==> config.mk <==
export PLATFORM = sky130hd
export DESIGN_NAME = exhaustive_vector_logger
export DESIGN_NICKNAME = d
export VERILOG_FILES = /design/src/rtl/vector_logger_pkg.sv /design/src/rtl/record_fifo.sv /design/src/rtl/exhaustive_vector_logger.sv
export SDC_FILE = /design/constraint.sdc
export NUM_CORES = 1
export LEC_CHECK = 0
export CAP_MARGIN = 20
export CORE_MARGIN = 2
export CORE_UTILIZATION = 30
export DETAILED_ROUTE_END_ITERATION = 10
export HOLD_SLACK_MARGIN = 0.1
export RECOVER_POWER = 50
export SLEW_MARGIN = 20
export SYNTH_ARGS = -nofsm -noshare
export SYNTH_HDL_FRONTEND = slang
export SYNTH_SLANG_ARGS = --single-unit
==> constraint.sdc <==
create_clock -name CK -period 2.3 [get_ports CK]
set_input_delay 0.345 -clock CK [delete_from_list [all_inputs] [get_ports CK]]
set_output_delay 0.345 -clock CK [all_outputs]
set_load 0.1 [all_outputs]
==> src/rtl/vector_logger_pkg.sv <==
// Shared types and MISR helpers for the exhaustive vector logger.
package vector_logger_pkg;

   typedef enum logic [2:0] {
      ST_IDLE,
      ST_SETTLE,
      ST_SAMPLE,
      ST_DRAIN,
      ST_DONE
   } state_t;

   localparam logic [15:0] MISR_POLY = 16'h1021;
   localparam logic [15:0] MISR_SEED = 16'h0000;

   // One serial CRC-CCITT step folding a single response bit into the signature.
   function automatic logic [15:0] misr_step(input logic [15:0] sig, input logic bit_in);
      logic fb;
      fb = sig[15] ^ bit_in;
      return {sig[14:0], 1'b0} ^ (fb ? MISR_POLY : 16'h0000);
   endfunction

endpackage

==> src/rtl/record_fifo.sv <==
// Synchronous record FIFO with registered full/empty flags and a zeroed store on reset.
module record_fifo #(
   parameter int WIDTH = 8,
   parameter int DEPTH = 8
) (
   input  logic             CK,
   input  logic             reset,
   input  logic             push,
   input  logic [WIDTH-1:0] push_data,
   input  logic             pop,
   output logic [WIDTH-1:0] pop_data,
   output logic             full,
   output logic             empty
);

   localparam int AW = (DEPTH > 1) ? $clog2(DEPTH) : 1;

   logic [AW-1:0]    wr_ptr_reg;
   logic [AW-1:0]    rd_ptr_reg;
   logic [AW:0]      count_reg;
   logic [AW:0]      count_next;
   logic             full_reg;
   logic             empty_reg;
   logic             do_push;
   logic             do_pop;
   logic [WIDTH-1:0] entry_q [DEPTH];

   // A full FIFO refuses a push even when a pop frees a slot in the same cycle.
   assign do_push = push && !full_reg;
   assign do_pop  = pop && !empty_reg;

   always_comb begin
      count_next = count_reg;
      if (do_push && !do_pop) begin
         count_next = count_reg + 1'b1;
      end else if (!do_push && do_pop) begin
         count_next = count_reg - 1'b1;
      end
   end

   genvar gi;
   generate
      for (gi = 0; gi < DEPTH; gi++) begin : gen_entry
         logic [WIDTH-1:0] entry_reg;
         always_ff @(posedge CK) begin
            if (!reset) begin
               entry_reg <= '0;
            end else if (do_push && (wr_ptr_reg == AW'(gi))) begin
               entry_reg <= push_data;
            end
         end
         assign entry_q[gi] = entry_reg;
      end
   endgenerate

   always_ff @(posedge CK) begin
      if (!reset) begin
         wr_ptr_reg <= '0;
         rd_ptr_reg <= '0;
         count_reg  <= '0;
         full_reg   <= 1'b0;
         empty_reg  <= 1'b1;
      end else begin
         if (do_push) wr_ptr_reg <= wr_ptr_reg + 1'b1;
         if (do_pop)  rd_ptr_reg <= rd_ptr_reg + 1'b1;
         count_reg <= count_next;
         full_reg  <= (count_next == (AW+1)'(DEPTH));
         empty_reg <= (count_next == '0);
      end
   end

   assign pop_data = entry_q[rd_ptr_reg];
   assign full     = full_reg;
   assign empty    = empty_reg;

endmodule

==> src/rtl/exhaustive_vector_logger.sv <==
// Sweeps every input vector of a combinational DUT, logging {vector, response}
// records through a FIFO while accumulating a MISR signature and a ones count.
module exhaustive_vector_logger
   import vector_logger_pkg::*;
#(
   parameter int N_IN       = 7,
   parameter int SETTLE     = 1,
   parameter int FIFO_DEPTH = 8
) (
   input  logic            CK,
   input  logic            reset,
   input  logic            start,
   output logic [N_IN-1:0] vec_out,
   input  logic            dut_resp,
   output logic            busy,
   output logic            done,
   output logic            rec_valid,
   input  logic            rec_ready,
   output logic [N_IN:0]   rec_data,
   output logic [15:0]     signature,
   output logic [N_IN:0]   ones_count
);

   localparam int SCW = (SETTLE > 1) ? $clog2(SETTLE) : 1;
   localparam logic [SCW-1:0] SETTLE_LOAD = SCW'(SETTLE - 1);

   state_t          state_reg;
   logic [N_IN-1:0] vec_reg;
   logic [SCW-1:0]  settle_reg;
   logic [15:0]     sig_reg;
   logic [N_IN:0]   ones_reg;
   logic            busy_reg;
   logic            done_reg;

   logic            fifo_full;
   logic            fifo_empty;
   logic            push;
   logic            pop;
   logic            last_vec;

   assign push     = (state_reg == ST_SAMPLE) && !fifo_full;
   assign pop      = rec_valid && rec_ready;
   assign last_vec = &vec_reg;

   record_fifo #(
      .WIDTH (N_IN + 1),
      .DEPTH (FIFO_DEPTH)
   ) u_record_fifo (
      .CK        (CK),
      .reset     (reset),
      .push      (push),
      .push_data ({vec_reg, dut_resp}),
      .pop       (pop),
      .pop_data  (rec_data),
      .full      (fifo_full),
      .empty     (fifo_empty)
   );

   always_ff @(posedge CK) begin
      if (!reset) begin
         state_reg  <= ST_IDLE;
         vec_reg    <= '0;
         settle_reg <= '0;
         sig_reg    <= MISR_SEED;
         ones_reg   <= '0;
         busy_reg   <= 1'b0;
         done_reg   <= 1'b0;
      end else begin
         case (state_reg)
            ST_IDLE: begin
               if (start) begin
                  state_reg  <= ST_SETTLE;
                  vec_reg    <= '0;
                  settle_reg <= SETTLE_LOAD;
                  sig_reg    <= MISR_SEED;
                  ones_reg   <= '0;
                  busy_reg   <= 1'b1;
               end
            end
            ST_SETTLE: begin
               if (settle_reg == '0) begin
                  state_reg <= ST_SAMPLE;
               end else begin
                  settle_reg <= settle_reg - 1'b1;
               end
            end
            ST_SAMPLE: begin
               // While the FIFO is full the vector is held and the response resampled.
               if (push) begin
                  sig_reg  <= misr_step(sig_reg, dut_resp);
                  ones_reg <= ones_reg + {{N_IN{1'b0}}, dut_resp};
                  if (last_vec) begin
                     state_reg <= ST_DRAIN;
                  end else begin
                     vec_reg    <= vec_reg + 1'b1;
                     settle_reg <= SETTLE_LOAD;
                     state_reg  <= ST_SETTLE;
                  end
               end
            end
            ST_DRAIN: begin
               if (fifo_empty) begin
                  state_reg <= ST_DONE;
                  busy_reg  <= 1'b0;
                  done_reg  <= 1'b1;
               end
            end
            ST_DONE: begin
               done_reg  <= 1'b0;
               state_reg <= ST_IDLE;
            end
            default: begin
               state_reg <= ST_IDLE;
            end
         endcase
      end
   end

   assign vec_out    = vec_reg;
   assign busy       = busy_reg;
   assign done       = done_reg;
   assign rec_valid  = !fifo_empty;
   assign signature  = sig_reg;
   assign ones_count = ones_reg;

endmodule

# After elaboration in Yosys (flattened, before gate mapping)

Index checks and enable logic that the tools add are counted.

Register bits after elaboration: 113
Memories: 0
Logic and storage cells: 112
Output and inout bits: 42
Bits in read-only memories: 0
Bits in latches: 0
Input bits: 5
Memory bits (writable): 0

Mux-type cells: 32
Divide/modulo/power cells: 0
Shifts and indexed selects: 0
Reduce and logical (&&, ||, !) cells: 32
$add $sub $neg: 7
Equal/unequal tests: 17
Multipliers: 0
Order comparisons: 1
Bitwise operators: 3

Operator list:

| kind                | number |
|---|---|
| $mux 16             | 2 |
| $mux 8              | 4 |
| $pmux 16 s2         | 1 |
| $bmux 8 s3          | 1 |
| $mux 7              | 3 |
| $pmux 8 s2          | 1 |
| $xor 16x13->16      | 1 |
| $eq 3x3->1 const B  | 5 |
| $logic_and 1x1->1   | 14 |
| $pmux 7 s2          | 1 |
| $mux 13             | 1 |
| $eq 3x2->1 const B  | 4 |
| $mux 3              | 4 |
| $pmux 3 s4          | 1 |
| $reduce_and 4->1    | 3 |
| $add 8x1->8         | 1 |
| $mux 4              | 2 |
| $add 7x1->7 const B | 1 |
| $mux 1              | 7 |
| $reduce_and 7->1    | 1 |
| $add 3x1->3 const B | 2 |
| $eq 3x1->1 const B  | 2 |
| $logic_not 3->1     | 2 |
| $ne 2x2->1 const B  | 3 |
| 17 further kinds    | 25 |

# Logic depth before layout (Yosys ltp)

Gate-level depths: netlist of run 1.

Depth after elaboration: 8
Mapped depth: 8

# By module

Synthesis of run 1 repeated with hierarchy kept, for this count alone.

Cell total of the unflattened synthesis: 585
Area total of the unflattened synthesis: 5281.3 µm²

Modules (own cells, without submodules):

| module                   | instances | area each (µm²) | cells an instance | sequential area each (µm²) |
|---|---|---|---|---|
| record_fifo              | 1         | 3657.3          | 396               | 1521.5 |
| exhaustive_vector_logger | 1         | 1624.1          | 189               | 720.7 |

# Least setup slack after synthesis of run 1

Ideal clock, no wire load.

Path type: register to register
Start: reg vec_reg[0] (netlist: vec_out[0])
End: reg vec_reg[5] (netlist: vec_out[5])
Arrival: 2288 ps
Cell stages (with the launch flop): 7
Library setup time: 128 ps
Setup slack: -116 ps
Clock period less this slack: 2416 ps
Cells stage by stage: dfxtp_1 ha_1 nand3_1 nor3_1 nor4_1 xnor2_1 nor2_1

Cells in the longest elaborated chain, start to end: 4
Elaborated cells on any way between the ends: 7
Classes of those cells: 1 x add/sub; 1 x eq/ne; 3 x mux; 2 x reduce/logical

Ends and longest elaborated chain:

| item                     | RTL line                       | RTL |
|---|---|---|
| start: declaration       | exhaustive_vector_logger.sv:28 | `logic [N_IN-1:0] vec_reg;` |
| start signal: assignment | exhaustive_vector_logger.sv:95 | `vec_reg <= vec_reg + 1'b1;` |
| $add 7x1->7              | exhaustive_vector_logger.sv:95 |  |
| $mux 7                   | exhaustive_vector_logger.sv:92 | `if (last_vec) begin` |
| $mux 7                   | exhaustive_vector_logger.sv:89 | `if (push) begin` |
| $pmux 7 s2               | exhaustive_vector_logger.sv:69 | `case (state_reg)` |

Several ways; a longest one is shown, not always the timed one. The select of a mux whose other input is x is not followed.
A chain may end at the register's enable or synchronous reset.

# Worst setup path after layout of run 1

Start: reg u_record_fifo.rd_ptr_reg[1]
End: out rec_data[1]

Cells in the longest elaborated chain, start to end: 4

Ends and longest elaborated chain:

| item                                       | RTL line                       | RTL |
|---|---|---|
| start: declaration                         | record_fifo.sv:19              | `logic [AW-1:0] rd_ptr_reg;` |
| start signal: assignment                   | record_fifo.sv:65              | `if (do_pop) rd_ptr_reg <= rd_ptr_reg + 1'b1;` |
| $not 3->4 (implied by the code)            | record_fifo.sv:72              | `assign pop_data = entry_q[rd_ptr_reg];` |
| $bmux 8 s3                                 | record_fifo.sv:72              |  |
| $mux 8 (implied by the code) (2 in series) | record_fifo.sv:72              |  |
| end: declaration                           | exhaustive_vector_logger.sv:19 | `output logic [N_IN:0] rec_data,` |

Every way passes these cells. The select of a mux whose other input is x is not followed.

==> metrics.md, run 1 <==
| Metric | Value |
|---|---|
| Final core utilization | 35.9% |
| Longest Clk Path Bufs | 2 |
| Min Hold Slack | 0.453 ns |
| CTS tree | built |
| TritonCTS sink count | 112 |
| Synth Area in Compound Gates | 11.9% |
| # DRC | 0 |
| Most common cell on crit path | buf_12 |
| Area of the multi-input gates | 0.00275 mm² |
| Post-DRT Antenna Nets | 0 |
| Drt pass-1 iters | 4 |
| Synthesis Warnings | 0 |
| VDD IR-drop max | 320 µV |
| Setup Total Neg Slack | 0 ns |
| HPWL after DPL | 8.28 mm |
| Vias per cell | 4.93 |
| Core ar. | 0.0172 mm² |
| Area Growth Syn to Fin | 18.0% |
| Setup CP Type | reg -> out |
| Leakage | 2.26 nW |
| Vias | 3,970 |
| Mean Syn Cell Area | 9.78 µm² |
| Final setup violation count | 0 |
| PD cells | 703 mW/mm² |
| Critical path startpoint category | register |
| Period minus WS final | 2.22 ns |
| Post-Syn Area | 0.00523 mm² |
| XOR/XNOR share of the synthesized area | 2.68% |
| Initial Util | 30.4% |
| Synth Area in Simple Gates | 21.2% |
| First-pass GRT wire length | 20.1 mm |
| CP max FO | 11 |
| Unrepaired setup endpoints after global routing | false |
| Layout cells sized above 1 | 16.9% |
| Adder-cell share of the synthesized area | 2.87% |
| Max Transition Viols Final | 0 |
| Max incr delay on CP | 0.53 ns |
| Critical path cell sequence | buf_12, mux4_2, mux2_2, buf_12 |
| Number of synthesized flops with an enable pin | 0 |
| Synth unique cells | 51 |
| Worst path buffer plus inverter count | 2 |
| CP max stage cell | mux4_2 |
| DRT Wirelength | 12.1 mm |
| Combinational family with the most area after synthesis | simple AND/OR/NAND/NOR gates |
| Die X-Extent | 136 µm |
| Ports | 47 |
| FP Rows | 48 |
| Register bit total from synthesis | 112 |
| Fillers | 1,809 |
| Routability cong. | 0.797 |
| WP data arrival | 1.88 ns |
| Max reg flops | 64 |
| Register area | 0.00225 mm² |
| Clock Root Buffer | clkbuf_16 |
| CTS clk-pin slew, worst paths | 0.07 ns |
| Pre-CTS worst setup slack | 0.300 ns |
| Total track usage | 13.8% |
| Post-synthesis sequential area ratio | 42.9% |
| Placed Instances | 786 |
| Antenna cell count | 0 |
| Crit end category | output pin |
| Die ar. | 0.0185 mm² |
| Setup Skew | 0.00861 ns |
| Max Clk Rate | 449 MHz |
| # H-tree levels | 3 |
| Worst Tran Pin Value | 1.19 ns |
| Nets | 594 |
| PortBufs | 46 |
| Min setup slack post-route | 0.0753 ns |
| Status | complete, no violations |
| Clk_lat worst skew | 0.35 ns |
| Commonest non-fill, non-tap cells in the layout | 108 x dfxtp_1, 63 x nand2_1, 51 x nand3_1 |
| Commonest non-fill, non-tap cell in the layout | dfxtp_1 |
| Mux cell area share after synthesis | 14.1% |
| Mapped Cells | 534 |
| Maxcap violations | 0 |
| Grt ovf | 0 |
| Non-filler cells, final | 806 |
| Largest net degree at the start of global routing | 73 |
| Ys async rst share | 0% |
| Max_slew headroom | 20.9% |
| Critical Path RT | 1.96 ns |
| CP top delay family | multiplexers |
| Initial antenna violation count | 0 |
| First-iteration detailed-routing DRC count | 212 |
| Prevailing post-synth register cell | dfxtp_1 |
| Mapped Nets | 551 |
| Drt wl/cell | 15.0 µm |
| Die Y | 136 µm |
| Final Hold Viols | 0 |
| Hold crit path type | reg -> reg |
| Num CTS Buffers | 9 |
| Tcrit/Tclk final | 96.7% |
| Vias in the first global route | 3,939 |
[path summary, 6_finish.rpt]
path / startpoint / end / slack, ns / cells past startpoint
min reg2reg: u_record_fifo.gen_entry[1].entry_reg[7] / u_record_fifo.gen_entry[1].entry_reg[7] / 0.45 / 2
min: u_record_fifo.gen_entry[1].entry_reg[7] / u_record_fifo.gen_entry[1].entry_reg[7] / 0.45 / 2
max: u_record_fifo.rd_ptr_reg[1] / rec_data[1] / 0.08 / 4
max reg2reg: state_reg[1] / vec_out[1] / 0.26 / 7
[cells by family after synthesis]
logic type,Yosys count
XOR/XNOR,16
flip-flops,112
buffers and inverters,51
adder cells (fa/ha/maj),12
AO/OA/AOI/OAI,84
AND/OR/NAND/NOR,208
multiplexers,51
[tightest hold or removal path: stages (launching register included)]
cell	delay, ns
dfxtp_1	0.31
nand2_1	0.05
a21boi_1	0.05
[final cells by class]
class,instances,share of cell area [%]
clock buffers,9,3.65
repair buffers,75,9.21
well taps,225,4.57
flip-flops and latches,112,36.4
clock inverters,6,1.12
inverters,8,0.487
multi-input cells,371,44.5
[power breakdown]
part	switching (mW)	internal (mW)
Sequential	0.0612	1.99
Clock	0.725	0.847
Combinational	0.429	0.284
Total	1.22	3.12
[metal layers]
layer | GRT usage [%] | part of all wire, % | up-vias
li1 | - | - | 1944
met1 | 17.6 | 45 | 1957
met2 | 23.4 | 50 | 60
met3 | 3.65 | 3.9 | 9
met4 | 3.36 | 1.1 | 0
met5 | 0 | 0 | -
[through the flow]
| stage | power [mW] | area [µm²] |
|---|---|---|
| 2_1_floorplan | 2.63 | 5230 |
| 3_3_place_gp | 2.79 | 5990 |
| 3_5_place_dp | 2.80 | 5990 |
| 4_1_cts | 4.41 | 6320 |
| 5_1_grt | 4.54 | 6170 |
| 6_report | 4.34 | 6170 |
[cells in the mapped netlist, types with 2 or more instances]
master	instances	area (µm²)
dfxtp_1	112	2240
nand2_1	63	236
nand3_1	51	255
nor2b_1	44	275
clkbuf_1	27	101
a21boi_1	26	195
mux2i_1	25	250
a21boi_0	21	158
a22oi_1	18	135
nor2_1	17	63.8
mux4_2	16	360
ha_1	12	150
buf_2	11	55.1
inv_1	8	30.0
mux2_2	8	90.1
xnor2_1	8	70.1
xor2_1	8	70.1
o21ai_0	7	35.0
and3_1	4	25.0
a21oi_1	3	15.0
and2_1	3	18.8
buf_4	3	22.5
nand2b_1	3	18.8
nand4_1	3	18.8
nor4b_2	3	45.0
nor2_2	2	12.5
nor3_1	2	10.0
nor4_1	2	12.5
o211ai_1	2	15.0
[repair_timing]
action / 4_1_cts / 5_1_grt
endpoints found under the setup margin: 7 / 8
hold buffers: 0 / 0
gates cloned: 0 / 0
setup buffers: 4 / 1
resized for setup: 0 / 2
No activity file was read; power rests on OpenSTA's default activity.
==> run 2: changes to the inputs <==
SETUP_SLACK_MARGIN = 0.3   (was default)
==> run 2 against run 1 <==
Combinational power grew 2.8%. Clock power is essentially flat. First-iteration DRC count shrank 3.3%. Global-route usage is essentially flat. Sequential power is essentially flat. Largest cell class unchanged. Highest routed layer unchanged.
==> metrics.md, run 2 (synthesis results as in run 1) <==
| Metric | Value |
|---|---|
| Status | complete, no violations |
| Hold crit path type | reg -> reg |
| Max Clk Rate | 450 MHz |
| Maxcap violations | 0 |
| Vias in the first global route | 3,864 |
| Clk_lat worst skew | 0.35 ns |
| CP top delay family | multiplexers |
| CTS tree | built |
| DRT Wirelength | 12.4 mm |
| Unrepaired setup endpoints after global routing | true |
| Setup CP Type | reg -> out |
| First-pass GRT wire length | 20.2 mm |
| Most common cell on crit path | buf_12 |
| Die Y | 136 µm |
| Layout cells sized above 1 | 18.3% |
| Critical path cell sequence | buf_12, mux4_2, mux2_4, buf_12 |
| Min Hold Slack | 0.459 ns |
| Initial Util | 30.4% |
| CTS clk-pin slew, worst paths | 0.07 ns |
| CP max FO | 7 |
| Placement Cell Area | 0.00599 mm² |
| Register area | 0.00226 mm² |
| FP Rows | 48 |
| Period minus WS final | 2.22 ns |
| Commonest non-fill, non-tap cells in the layout | 102 x dfxtp_1, 63 x nand2_1, 51 x nand3_1 |
| Leakage | 2.28 nW |
| Vias | 3,942 |
| Routability cong. | 0.782 |
| Die X-Extent | 136 µm |
| Vias per cell | 4.90 |
| TritonCTS sink count | 112 |
| Area Growth Syn to Fin | 19.0% |
| Critical Path RT | 1.96 ns |
| WHS Path Cells | 2 |
| Largest net degree at the start of global routing | 59 |
| Max reg flops | 64 |
| HPWL after DPL | 8.68 mm |
| Ports | 47 |
| R2r worst-path depth | 7 |
| CP max stage cell | mux4_2 |
| PortBufs | 46 |
| # H-tree levels | 3 |
| Overall power | 4.35 mW |
| Crit end category | output pin |
| Final Hold Viols | 0 |
| PD cells | 699 mW/mm² |
| Finished Cell Area | 0.00622 mm² |
| Core ar. | 0.0172 mm² |
| Drt pass-1 iters | 4 |
| Setup Total Neg Slack | 0 ns |
| Non-filler cells, final | 804 |
| Clock Root Buffer | clkbuf_16 |
| Grt ovf | 0 |
| Placed Instances | 783 |
| Max_slew headroom | 21.8% |
| Max incr delay on CP | 0.52 ns |
| Setup Skew | 0.00804 ns |
| Initial antenna violation count | 0 |
| First-iteration detailed-routing DRC count | 205 |
| Antenna cell count | 0 |
| Commonest non-fill, non-tap cell in the layout | dfxtp_1 |
| Drt wl/cell | 15.5 µm |
| Nets | 592 |
| Longest Clk Path Bufs | 2 |
| Num CTS Buffers | 9 |
| Critical path startpoint category | register |
| Fillers | 1,738 |
| Worst path buffer plus inverter count | 2 |
| Total track usage | 13.8% |
| VDD IR-drop max | 390 µV |
| CP Depth | 4 |
| # DRC | 0 |
| Max Transition Viols Final | 0 |
| Die ar. | 0.0185 mm² |
| Tcrit/Tclk final | 96.7% |
| WP data arrival | 1.88 ns |
| Worst Tran Pin Value | 1.18 ns |
| Post-DRT Antenna Nets | 0 |
| Final setup violation count | 0 |
| Area of the multi-input gates | 0.00279 mm² |
[run 2: worst paths after layout]
kind	slack, ns	startpoint	endpoint
max reg2reg	0.17	state_reg[0]	u_record_fifo.gen_entry[3].entry_reg[3]
min reg2reg	0.46	u_record_fifo.gen_entry[2].entry_reg[5]	u_record_fifo.gen_entry[2].entry_reg[5]
min	0.46	u_record_fifo.gen_entry[2].entry_reg[5]	u_record_fifo.gen_entry[2].entry_reg[5]
max	0.08	u_record_fifo.rd_ptr_reg[0]	rec_data[7]
[run 2: worst min-delay path: stages (launching register included)]
cell,delay (ns)
dfxtp_1,0.31
nand2_1,0.05
a21boi_1,0.05
[run 2: power by group]
group,internal [mW],switching [mW]
Clock,0.869,0.687
Combinational,0.303,0.428
Sequential,1.99,0.0649
[run 2: area by class of cell]
type | instances | share of cell area (%)
tap | 225 | 4.53
clock buffer | 12 | 3.96
sequential | 112 | 36.3
multi-input combinational | 371 | 44.8
clock inverter | 3 | 0.684
inverter | 8 | 0.483
timing repair buffer | 73 | 9.22
[run 2: per-layer routing]
| layer | vias to the layer above | share of wire (%) | global-route usage, % |
|---|---|---|---|
| met1 | 1896 | 46 | 17.6 |
| met4 | 0 | 1.9 | 5.03 |
| met3 | 17 | 4.1 | 2.68 |
| li1 | 1939 | - | - |
| met5 | - | 0 | 0 |
| met2 | 90 | 49 | 23.3 |
[run 2: per-stage QoR]
step | setup slack (ns) | util, %
after global routing | 0.0263 | 36.2
after global placement | 0.267 | 34.8
after floorplan | 0.320 | -
after CTS | 0.0481 | 36.8
after detailed placement | 0.200 | 34.8
final | 0.0761 | 36.2
[run 2: what timing repair did]
item                       in CTS  in global routing
gates resized for setup         4                  5
gates cloned                    0                  1
buffers inserted                5                  0
hold buffers                    0                  0
setup endpoints to repair      37                  9
==> run 3: changes to the inputs <==
PLACE_DENSITY = 0.46   (was default)
==> run 3 against run 2 <==
Sequential share of layout area decreased by 0.61 points. Largest cell class unchanged. Critical path depth unchanged. Maximum frequency decreased by 0.97%. Clock-buffer cell count unchanged. Clock skew decreased by 0.0013 ns. Power increased by 1.7%.
==> metrics.md, run 3 (synthesis results as in run 1) <==
| Metric | Value |
|---|---|
| Status | complete, no violations |
| Commonest non-fill, non-tap cells in the layout | 102 x dfxtp_1, 63 x nand2_1, 51 x nand3_1 |
| Unrepaired setup endpoints after global routing | true |
| Switching power total | 1.24 mW |
| Vias | 3,958 |
| Leakage | 2.34 nW |
| Critical path startpoint category | register |
| Clk_lat worst skew | 0.36 ns |
| Overall power | 4.42 mW |
| Worst Tran Pin Value | 1.19 ns |
| Most common cell on crit path | buf_12 |
| Vias in the first global route | 3,899 |
| WP data arrival | 1.90 ns |
| First-pass GRT wire length | 20.8 mm |
| Largest net degree at the start of global routing | 75 |
| TritonCTS sink count | 112 |
| Placed Instances | 787 |
| # H-tree levels | 3 |
| Layout cells sized above 1 | 20.7% |
| Die Y | 136 µm |
| Antenna cell count | 0 |
| Post-DRT Antenna Nets | 0 |
| CP max FO | 10 |
| Setup CP Type | reg -> out |
| Final setup violation count | 0 |
| CP top delay family | multiplexers |
| Critical Path RT | 1.96 ns |
| Die X-Extent | 136 µm |
| Nets | 600 |
| Worst path buffer plus inverter count | 2 |
| PortBufs | 46 |
| Pint | 3.18 mW |
| Clock network power share | 36.6% |
| Drt pass-1 iters | 4 |
| Crit end category | output pin |
| Hold buffers post-CTS | 0 |
| Longest Clk Path Bufs | 2 |
| Max_slew headroom | 21.2% |
| Max Clk Rate | 445 MHz |
| Tcrit/Tclk final | 97.6% |
| PD cells | 699 mW/mm² |
| Commonest non-fill, non-tap cell in the layout | dfxtp_1 |
| Non-filler cells, final | 813 |
| Total track usage | 14.7% |
| Num CTS Buffers | 9 |
| DRT Wirelength | 13.3 mm |
| CTS tree | built |
| Drt wl/cell | 16.3 µm |
| Routability cong. | 0.738 |
| Initial Util | 30.4% |
| Pre-CTS worst setup slack | 0.270 ns |
| Maxcap violations | 0 |
| FP Rows | 48 |
| Die ar. | 0.0185 mm² |
| Core ar. | 0.0172 mm² |
| Min setup slack post-route | 0.0544 ns |
| # DRC | 0 |
| Max Transition Viols Final | 0 |
| Grt ovf | 0 |
| HPWL after DPL | 8.74 mm |
| Hold crit path type | in -> reg |
| Critical path cell sequence | buf_12, mux4_2, mux2_4, buf_12 |
| Area Growth Syn to Fin | 21.0% |
| Initial antenna violation count | 0 |
| Setup Total Neg Slack | 0 ns |
| Ports | 47 |
| VDD IR-drop max | 415 µV |
| First-iteration detailed-routing DRC count | 182 |
| Max reg flops | 64 |
| Vias per cell | 4.87 |
| Max incr delay on CP | 0.57 ns |
| Final Hold Viols | 0 |
| Sw frac | 28.0% |
| Combinational share of power | 16.9% |
| Reg power frac | 46.5% |
| CP max stage cell | mux4_2 |
| CTS clk-pin slew, worst paths | 0.07 ns |
| Period minus WS final | 2.25 ns |
| Setup Skew | 0.00671 ns |
| Clock Root Buffer | clkbuf_16 |
| Min Hold Slack | 0.420 ns |
==> run 3: changes by cell type in the layout (fill, tap and decap cells not counted), sizes merged <==
cell / previous run / this run
buf: 29 / 40
clkbuf: 53 / 50
clkdlybuf4s50: 2 / 3
dlygate4sd3: 1 / 0
inv: 8 / 9
==> run 3: metrics by stage <==
| stage | instance area, µm² | utilization, % |
|---|---|---|
| floorplan | 5250 | - |
| global placement | 6020 | 35.0 |
| detailed placement | 6020 | 35.0 |
| CTS | 6400 | 37.3 |
| global route | 6320 | 36.8 |
| finish | 6320 | 36.8 |
==> run 3: path summary, 6_finish.rpt <==
check	from	end	slack (ns)	cells after the start
worst min register to register	u_record_fifo.gen_entry[1].entry_reg[6]	u_record_fifo.gen_entry[1].entry_reg[6]	0.45	2
worst max-delay path	u_record_fifo.rd_ptr_reg[1]	rec_data[2]	0.05	4
worst max register to register	state_reg[1]	vec_out[1]	0.14	8
worst min-delay path	reset	signature[14]	0.42	2
==> run 3: metal layers <==
layer  wire length, µm  global-route usage [%]  vias up
met3               449                    4.25       11
met5                 0                       0        -
met2              6460                    24.5       59
met1              6200                    18.5     1930
li1                  -                       -     1958
met4               160                    4.22        0
==> run 3: repair_timing <==
item,CTS,global route
gates resized for setup,9,3
gates cloned,1,2
setup endpoints to repair,9,39
pin swaps,1,2
setup buffers,3,4
==> run 3: power by group through the flow <==
stage | clock network (mW) | registers (mW) | logic (mW)
6_report | 1.62 | 2.05 | 0.749
5_1_grt | 1.76 | 2.07 | 0.814
4_1_cts | 1.68 | 2.05 | 0.753
3_5_place_dp | 0 | 2.09 | 0.723
3_3_place_gp | 0 | 2.09 | 0.719
2_1_floorplan | 0 | 2.11 | 0.528
==> run 3: layout make-up <==
class	count	area (µm²)
flip-flops and latches	112	2260
clock buffers	12	246
well taps	225	282
inverters	8	30.0
multi-input cells	371	2750
clock inverters	4	51.3
repair buffers	81	704
fillers	1793	10900
==> run 3: worst reg2reg max path, stage by stage (launching register included) <==
cell,delay [ns]
dfxtp_1,0.33
clkbuf_1,0.37
nor4b_4,0.43
buf_4,0.20
nor2_2,0.07
buf_4,0.24
nor2_1,0.16
nand4_1,0.11
a21boi_1,0.16
